<file path="src/rtl/ccg_resp_misr.sv">
// ccg_resp_misr
// Multiple-input signature register (MISR). It compacts a fixed number of
// response vectors from a combinational circuit under test into one
// signature, then compares that signature against a golden value.
//
// Parameters
//   F_WIDTH    width of the response vector (f1..f19 -> bits 0..18)
//   POLY       feedback taps (default x^19 + x^6 + x^2 + x + 1)
//   SEED       signature value loaded at the start of every run
//   N_PATTERNS number of responses compacted per run (1..65535)
//   GOLDEN     expected final signature
//
// Ports
//   clk      rising-edge clock
//   rst_n    asynchronous, active-low reset
//   start    begins a run when sampled high in IDLE or DONE
//   f        response vector; bit i is output f(i+1) of the circuit under test
//   f_valid  f holds a response to be compacted
//   f_ready  high only in RUN; a response is accepted when f_valid is also high
//   sig      current signature register
//   count    number of responses accepted in the current run
//   done     run complete, sig is final (held until the next start or reset)
//   pass     done and sig == GOLDEN
module ccg_resp_misr #(
    parameter int                 F_WIDTH    = 19,
    parameter logic [F_WIDTH-1:0] POLY       = 19'h00047,
    parameter logic [F_WIDTH-1:0] SEED       = 19'h00000,
    parameter int                 N_PATTERNS = 16,
    parameter logic [F_WIDTH-1:0] GOLDEN     = 19'h00000
) (
    input  logic               clk,
    input  logic               rst_n,
    input  logic               start,
    input  logic [F_WIDTH-1:0] f,
    input  logic               f_valid,
    output logic               f_ready,
    output logic [F_WIDTH-1:0] sig,
    output logic [15:0]        count,
    output logic               done,
    output logic               pass
);

    typedef enum logic [1:0] {
        IDLE,
        RUN,
        DONE
    } state_t;

    localparam logic [15:0] LAST_COUNT = 16'(N_PATTERNS);

    state_t             state;
    logic               accept;
    logic               msb;
    logic [F_WIDTH-1:0] sig_next;
    logic [15:0]        count_next;

    assign f_ready    = (state == RUN);
    assign accept     = f_ready & f_valid;
    assign msb        = sig[F_WIDTH-1];
    assign count_next = count + 16'd1;

    // Rotate left so the old MSB lands in bit 0, fold in the response, then
    // apply the feedback taps to bits 1 and up. POLY[0] stands for the x^0
    // term, which the rotation already provides, so that bit is masked off.
    assign sig_next = {sig[F_WIDTH-2:0], msb}
                    ^ f
                    ^ ({POLY[F_WIDTH-1:1], 1'b0} & {F_WIDTH{msb}});

    always_ff @(posedge clk or negedge rst_n) begin
        if (!rst_n) begin
            state <= IDLE;
            sig   <= SEED;
            count <= '0;
            done  <= 1'b0;
        end else begin
            case (state)
                // A start here takes priority over any f_valid in the same
                // cycle: f_ready is still low, so nothing is accepted.
                IDLE, DONE: begin
                    if (start) begin
                        state <= RUN;
                        sig   <= SEED;
                        count <= '0;
                        done  <= 1'b0;
                    end
                end
                // start is ignored while a run is in progress.
                RUN: begin
                    if (accept) begin
                        sig   <= sig_next;
                        count <= count_next;
                        if (count_next == LAST_COUNT) begin
                            state <= DONE;
                            done  <= 1'b1;
                        end
                    end
                end
                default: begin
                    state <= IDLE;
                    done  <= 1'b0;
                end
            endcase
        end
    end

    assign pass = done & (sig == GOLDEN);

endmodule
</file>
<file path="config.mk">
export PLATFORM = sky130hd
export DESIGN_NAME = ccg_resp_misr
export DESIGN_NICKNAME = d
export VERILOG_FILES = /design/src/rtl/ccg_resp_misr.sv
export SDC_FILE = /design/constraint.sdc
export NUM_CORES = 1
export LEC_CHECK = 0
export BUFFER_PORTS_ARGS = -buffer_cell sky130_fd_sc_hd__buf_2
export CAP_MARGIN = 10
export CELL_PAD_IN_SITES_DETAIL_PLACEMENT = 1
export CELL_PAD_IN_SITES_GLOBAL_PLACEMENT = 2
export CORE_AREA = 2 2 72 108
export DETAILED_ROUTE_END_ITERATION = 16
export DIE_AREA = 0 0 74 110
export MAX_ROUTING_LAYER = met4
export PLACE_DENSITY_LB_ADDON = 0.2
export RECOVER_POWER = 100
export SLEW_MARGIN = 0
export SYNTH_ARGS = -nofsm -noshare
export SYNTH_HDL_FRONTEND = slang
export SYNTH_SLANG_ARGS = --single-unit
</file>
<file path="constraint.sdc">
create_clock -name clk -period 2.5 [get_ports clk]
set_clock_uncertainty 0.05 [all_clocks]
set_input_delay 0.25 -clock clk [delete_from_list [all_inputs] [get_ports clk]]
set_output_delay 0.25 -clock clk [all_outputs]
set_load 0.03 [all_outputs]
</file>
==> metrics.txt, run 1 <==
outcome=complete, but fails checks; failing checks=max-capacitance violations, max-slew violations; Seq/Total Area, Yosys=44.4%; Synth top area share=44.4%; # hold bufs at CTS=0; switching part of the total=44.4%; post-layout util=between 30% and 40%; worst reg2reg path depth=7; maximum VDD drop=0.273 mV; Synth async-reset ratio=100%; global-route wire length before repair=10200 µm; ys flop type=dfrtp_1; GRT Util Overall=16.9%; Row Count=38; clk_lat worst skew=0.29 ns; Synth cell types=40; H-tree levels=2; crit-path max FO=8; CTS sink cnt=37; vias in the first global route=2008; fmax=446 MHz; die height=110 µm; Max Root-Sink Buffers=2; Crit path buffers/inverters=0; critical path class=reg2reg; dpl ws=~0.26 ns; most frequent cell after synthesis=o21ai_0; die width=74 µm; post-synthesis xor/xnor area fraction=10.5%; critical path's top delay family=compound AO/OA/AOI/OAI gates; multiplexer share of the synthesized area=0%; Crit Reg-Reg Endpoint=state[0]$_DFFE_PN0P_; flops & latches, synth=37; CTS tree=built; CTS buffer count=5; TNS Setup=0 ns; Max Slew Vio Count=38; synth warn=0; routed wire length=6270 µm; Post-synth EDFFs=0; routed wl met2=3370 µm; initial drt markers=57; metal1 wirelength=2590 µm; Comb power frac=39.3%; Overflow after GRT=0; # DRC=0; final hold vios=0; share of layout cells above drive strength 1=14.7%; Worst Setup EP=state[0]$_DFFE_PN0P_; Rel. slew slack=-40.5%; Final nets=317; DP Wirelength=4460 µm; Clock Root Buffer=clkbuf_8; crit path from=count[0]$_DFFE_PN0P_; via count=1919; Synth Area in Compound Gates=between 15 and 20%; Gate Count Post-Synth=between 200 and 250; post-synthesis cell area=~0.0021 mm²; Pwr Total=2.55 mW; post-route setup slack=between 0.2 and 0.3 ns; clock power share=22.0%; crit path cell chain=ha_1 -> and4_1 -> and2_4 -> a211o_1 -> a221oi_2 -> nand4_1 -> a21o_1; reg2reg setup slack=0.26 ns; Post-CTS Resized=0; Met3 Wirelength=253 µm; sequential fraction of design power=38.7%; final number of setup-violating endpoints=0; Initial Util=between 20% and 30%; Die ar.=0.00814 mm²; cell taking the most area after synthesis=dfrtp_1; Power Internal=1.42 mW; post-CTS setup buffers=0; WP data required=roughly 2.6 ns; Worst-Margin Slew=approximately 2.1 ns; post-synthesis adder-cell area fraction=1.20%; Area growth syn-to-layout=24.4%; Hold Path Class=in2reg; RSZ-0062 raised after global routing=false; core area=0.00718 mm²; initial antenna violation count=0; Leak=1.05 nW; Buffers on Ports=60; RePlAce Congestion=0.748; Worst path max stage delay=0.46 ns; cell count along the critical path=7; Sw Pwr=1.13 mW; Vias/cell=4.88; Routed WL per cell=16.0 µm; Period Utilization, post-route=89.7%; syn avg cell area=between 9 and 10 µm²; post-route ant nets=0; Synthesized Nets=between 200 and 300; Post-Synth Simple-Gate Area=22.7%; synth cell count leaders=o21ai_0 (40), dfrtp_1 (37), nand2_1 (32); max_cap viols=1; largest net degree at the start of global routing=38; crit end category=flip-flop; CP Launch Type=flip-flop; Slowest cell on crit path=dfrtp_1; largest family of logic cells by synthesized area=simple AND/OR/NAND/NOR gates; drt first pass iters=4; Area contributors post-synth=dfrtp_1 (44%), o21ai_0 (9.6%), xnor2_1 (8.8%); Tmin final=around 2.2 ns; reg2reg start=count[0]$_DFFE_PN0P_; Arr. time, crit path=2.38 ns; I/O pin cnt=61; uppermost layer routed=met4; Diodes inserted=0; Pwr per Cell Area=982 mW/mm²; Reg clk slew, reported paths=0.08 ns
[sequential cells by signal (all words and copies together), names as in the netlist]
register,flops
state,2
count,16
sig,19
[kinds of logic (layout without fill, tap and decap cells)]
family | count (synthesis) | count (layout)
xor+xnor | 25 | 25
simple gates | 89 | 89
fa+ha+maj | 2 | 2
flops | 37 | 37
compound gates | 63 | 63
buf+inv | 15 | 77
[metrics by stage]
step                      instances  cell area [µm²]  hold slack [ns]
after floorplan                 231             2090          -0.0956
after global placement          385             2530            0.378
after detailed placement        385             2530            0.383
after CTS                       393             2650           0.0588
after global routing            393             2590            0.189
final                           393             2590            0.188
[power groups by stage]
| stage | sequential (mW) | clock [mW] | combinational [mW] |
|---|---|---|---|
| floorplan | 1.26 | 0 | 0.402 |
| global placement | 0.996 | 0 | 1.05 |
| detailed placement | 1.00 | 0 | 1.06 |
| CTS | 0.989 | 0.590 | 1.07 |
| global route | 1.03 | 0.604 | 1.11 |
| finish | 0.987 | 0.560 | 1.00 |
[worst reg2reg max path, stage by stage, from the launching register on]
cell and delay [ns]:
dfrtp_1 0.46, ha_1 0.31, and4_1 0.28, and2_4 0.17
a211o_1 0.27, a221oi_2 0.26, nand4_1 0.15, a21o_1 0.20
[placed cells by master, fill, tap and decap left out, drive strengths merged]
cell / synthesis / layout
a211o: 1 / 1
a21o: 1 / 1
a21oi: 4 / 4
a221oi: 1 / 1
a22o: 1 / 1
a22oi: 1 / 1
a31oi: 2 / 2
and2: 6 / 6
and3: 7 / 7
and4: 5 / 5
buf: 4 / 28
bufinv: 0 / 1
clkbuf: 10 / 46
clkinvlp: 0 / 1
dfrtp: 37 / 37
ha: 2 / 2
inv: 1 / 1
nand2: 32 / 32
nand2b: 2 / 2
nand3: 6 / 6
nand4: 8 / 8
nand4bb: 1 / 1
nor2: 12 / 12
nor2b: 2 / 2
nor3: 1 / 1
nor4: 4 / 4
nor4b: 1 / 1
o21ai: 40 / 40
o22ai: 1 / 1
o31ai: 10 / 10
o41ai: 1 / 1
or3: 1 / 1
or3b: 1 / 1
xnor2: 21 / 21
xor2: 4 / 4
[worst min-delay path by stage]
stage / start / endpoint / slack (ns) / depth (start not counted)
floorplan: rst_n / count[0]$_DFFE_PN0P_ / -0.1 / 0
global placement: rst_n / sig[12]$_DFFE_PN0P_ / 0.38 / 1
detailed placement: rst_n / sig[12]$_DFFE_PN0P_ / 0.38 / 1
CTS: rst_n / sig[12]$_DFFE_PN0P_ / 0.06 / 1
global route: f[4] / sig[4]$_DFFE_PN0P_ / 0.19 / 3
finish: f[3] / sig[3]$_DFFE_PN0P_ / 0.19 / 3
[final cells by class]
| type | count | area, µm² |
|---|---|---|
| inverter | 1 | 3.75 |
| tap | 100 | 125 |
| fill | 885 | 4580 |
| clock buffer | 6 | 82.6 |
| sequential | 37 | 926 |
| multi-input combinational | 179 | 1090 |
| timing repair buffer | 68 | 334 |
| clock inverter | 2 | 37.5 |
[layer usage]
metal,track usage [%],up-vias
li1,-,943
met1,19.3,923
met2,30.5,48
met3,1.73,5
met4,5.45,0
met5,-,-
Note: power is estimated with default switching activity, not from simulation.
==> inputs of run 2 (changes only) <==
--- a/config.mk
+++ b/config.mk
@@ -11,4 +11,5 @@
 export CELL_PAD_IN_SITES_GLOBAL_PLACEMENT = 2
 export CORE_AREA = 2 2 72 108
+export CTS_CLUSTER_DIAMETER = 60
 export DETAILED_ROUTE_END_ITERATION = 16
 export DIE_AREA = 0 0 74 110
--- a/constraint.sdc
+++ b/constraint.sdc
@@ -3,3 +3,3 @@
 set_input_delay 0.25 -clock clk [delete_from_list [all_inputs] [get_ports clk]]
 set_output_delay 0.25 -clock clk [all_outputs]
-set_load 0.03 [all_outputs]
+set_load 0.01 [all_outputs]
==> run 2 against run 1 <==
Compared with the run above: the flow still finishes with violations (max-capacitance violations, max-slew violations); routed wire length is 0.13% lower; via count is 0.42% lower; final area is 0.82% lower; cell count stayed put; total power is 10% lower; first-iteration DRC count is 5.3% lower; flip-flop and latch count stayed put; non-clock buffer count stayed put; register-to-register slack hardly changed; worst setup slack better by 0.0018 ns.
==> metrics.txt, run 2 (synthesized netlist as in run 1, its figures left out) <==
outcome=complete, but fails checks; failing checks=max-capacitance violations, max-slew violations; Hold Path Class=in2reg; clock power share=24.6% (+2.6 points); crit-path max FO=8 (unchanged); Arr. time, crit path=2.38 ns (about the same); Routed WL per cell=15.9 µm (-0.13%); Die ar.=0.00814 mm² (unchanged); multi-input gate area in the final layout=0.00109 mm² (+0.12%); Power Internal=1.41 mW (-0.91%); Largest regs=sig x19, count x16, state x2; initial drt markers=54 (-5.3%); # hold bufs at CTS=0 (unchanged); RSZ-0062 raised after global routing=false; die width=74 µm (unchanged); maximum VDD drop=0.221 mV (-19%); Overflow after GRT=0 (unchanged); routed wire length=6260 µm (-0.13%); crit path from=count[0]$_DFFE_PN0P_; crit path cell chain=ha_1 -> and4_1 -> and2_4 -> a211o_1 -> a221oi_2 -> nand4_1 -> a21o_1; switching part of the total=38.5% (-5.8 points); cell count along the critical path=7 (unchanged); vias in the first global route=2008 (unchanged); Area growth syn-to-layout=23.4%; final hold vios=0 (unchanged); Diodes inserted=0 (unchanged); Filler cells=887 (+0.23%); Sw Pwr=880 µW (-22%); Tmin final=2.24 ns (-0.00182 ns); reg2reg setup slack=0.26 ns (about the same); Leak=1.04 nW (-0.73%); I/O pin cnt=61 (unchanged); Biggest register=sig; most frequent cells in the layout=o21ai_0 (40), clkbuf_1 (39), dfrtp_1 (37), nand2_1 (32), buf_2 (24); post-route ant nets=0 (unchanged); share of layout cells above drive strength 1=15.0% (+0.34 points); Final nets=317 (unchanged); Worst Setup EP=state[0]$_DFFE_PN0P_; Pwr per Cell Area=888 mW/mm² (-9.6%); largest net degree at the start of global routing=38 (unchanged); CP Launch Type=flip-flop; Vias/cell=4.86 (-0.42%); Max Root-Sink Buffers=2 (unchanged); reg2reg start=count[0]$_DFFE_PN0P_; Largest register FFs=19 (unchanged); drt first pass iters=4 (unchanged); Crit path buffers/inverters=0 (unchanged); Pwr Total=2.29 mW (-10%); clk_lat worst skew=0.29 ns (about the same); Max Slew Vio Count=38 (unchanged); Hold WS=0.186 ns (-0.00136 ns); Worst path max stage delay=0.46 ns (about the same); initial antenna violation count=0 (unchanged); critical path's top delay family=compound AO/OA/AOI/OAI gates; Reg clk slew, reported paths=0.08 ns (about the same); sequential fraction of design power=43.2% (+4.5 points); max_cap viols=1 (unchanged); Final Cell Area=0.00257 mm² (-0.82%); CTS tree=built; global-route wire length before repair=10200 µm (unchanged); Crit Reg-Reg Endpoint=state[0]$_DFFE_PN0P_; post-CTS setup buffers=0 (unchanged); Buffers on Ports=60 (unchanged); final number of setup-violating endpoints=0 (unchanged); CTS sink cnt=37 (unchanged); Placed Area=0.00253 mm² (unchanged); # DRC=0 (unchanged); DP Wirelength=4460 µm (unchanged); post-layout util=35.8% (-0.30 points); TNS Setup=0 ns (unchanged); die height=110 µm (unchanged); GRT Util Overall=16.9% (unchanged); Comb power frac=32.2% (-7.1 points); via count=1911 (-0.42%); Reg area=926 µm² (unchanged); Initial Util=29.1% (unchanged); Post-CTS Resized=0 (unchanged); WP data required=2.64 ns (about the same); H-tree levels=2 (unchanged); critical path class=reg2reg; Period Utilization, post-route=89.6% (about the same); Worst-Margin Slew=2.10 ns (-0.00527 ns); core area=0.00718 mm² (unchanged); Slowest cell on crit path=dfrtp_1; worst reg2reg path depth=7 (unchanged); Rel. slew slack=-40.1% (+0.35 points); crit end category=flip-flop; Row Count=38 (unchanged); most common cell after layout, fill and taps aside=o21ai_0; RePlAce Congestion=0.748 (unchanged); Clock Root Buffer=clkbuf_8; fmax=446 MHz (about the same); CTS buffer count=5 (unchanged)
-- run 2: cell types whose count changed in the layout (fill, tap and decap cells not counted), sizes merged --
cell | previous run | this run
buf | 28 | 27
clkbuf | 46 | 47
-- run 2: how the worst min path moves through the flow --
stage / from / end / slack, ns / cells past startpoint
global placement: rst_n / sig[12]$_DFFE_PN0P_ / 0.38 / 1
global route: f[4] / sig[4]$_DFFE_PN0P_ / 0.19 / 3
detailed placement: rst_n / sig[12]$_DFFE_PN0P_ / 0.38 / 1
floorplan: rst_n / count[0]$_DFFE_PN0P_ / -0.1 / 0
finish: f[3] / sig[3]$_DFFE_PN0P_ / 0.19 / 3
CTS: rst_n / sig[12]$_DFFE_PN0P_ / 0.06 / 1
-- run 2: layout make-up --
class	count	area share, %
sequential	37	36.0
clock inverter	2	1.46
clock buffer	6	3.21
multi-input combinational	179	42.2
inverter	1	0.146
tap	100	4.86
timing repair buffer	68	12.1
-- run 2: per-layer routing --
| layer | vias to the layer above | routed length (µm) | track usage [%] |
|---|---|---|---|
| li1 | 942 | - | - |
| met1 | 912 | 2580 | 19.3 |
| met2 | 49 | 3350 | 30.5 |
| met3 | 8 | 256 | 1.73 |
| met4 | 0 | 76 | 5.45 |
| met5 | - | 0 | - |
-- run 2: power by group through the flow --
stage	clock network [mW]	logic (mW)	registers, mW
final	0.561	0.737	0.987
after global routing	0.604	0.844	1.03
after CTS	0.590	0.814	0.989
after detailed placement	0	0.808	1.00
after global placement	0	0.798	0.996
after floorplan	0	0.398	1.02
-- run 2: through the flow --
stage          worst slack [ns]  cells
4_1_cts                   0.245    393
3_5_place_dp              0.259    385
2_1_floorplan             0.296    231
5_1_grt                   0.110    393
6_report                  0.259    393
3_3_place_gp              0.312    385
-- run 2: worst reg2reg max path: cells and delay by family, from the launching register on --
kind | cells | cell delay, ns
compound gates | 3 | 0.73
simple gates | 3 | 0.59
flops | 1 | 0.46
fa+ha+maj | 1 | 0.31
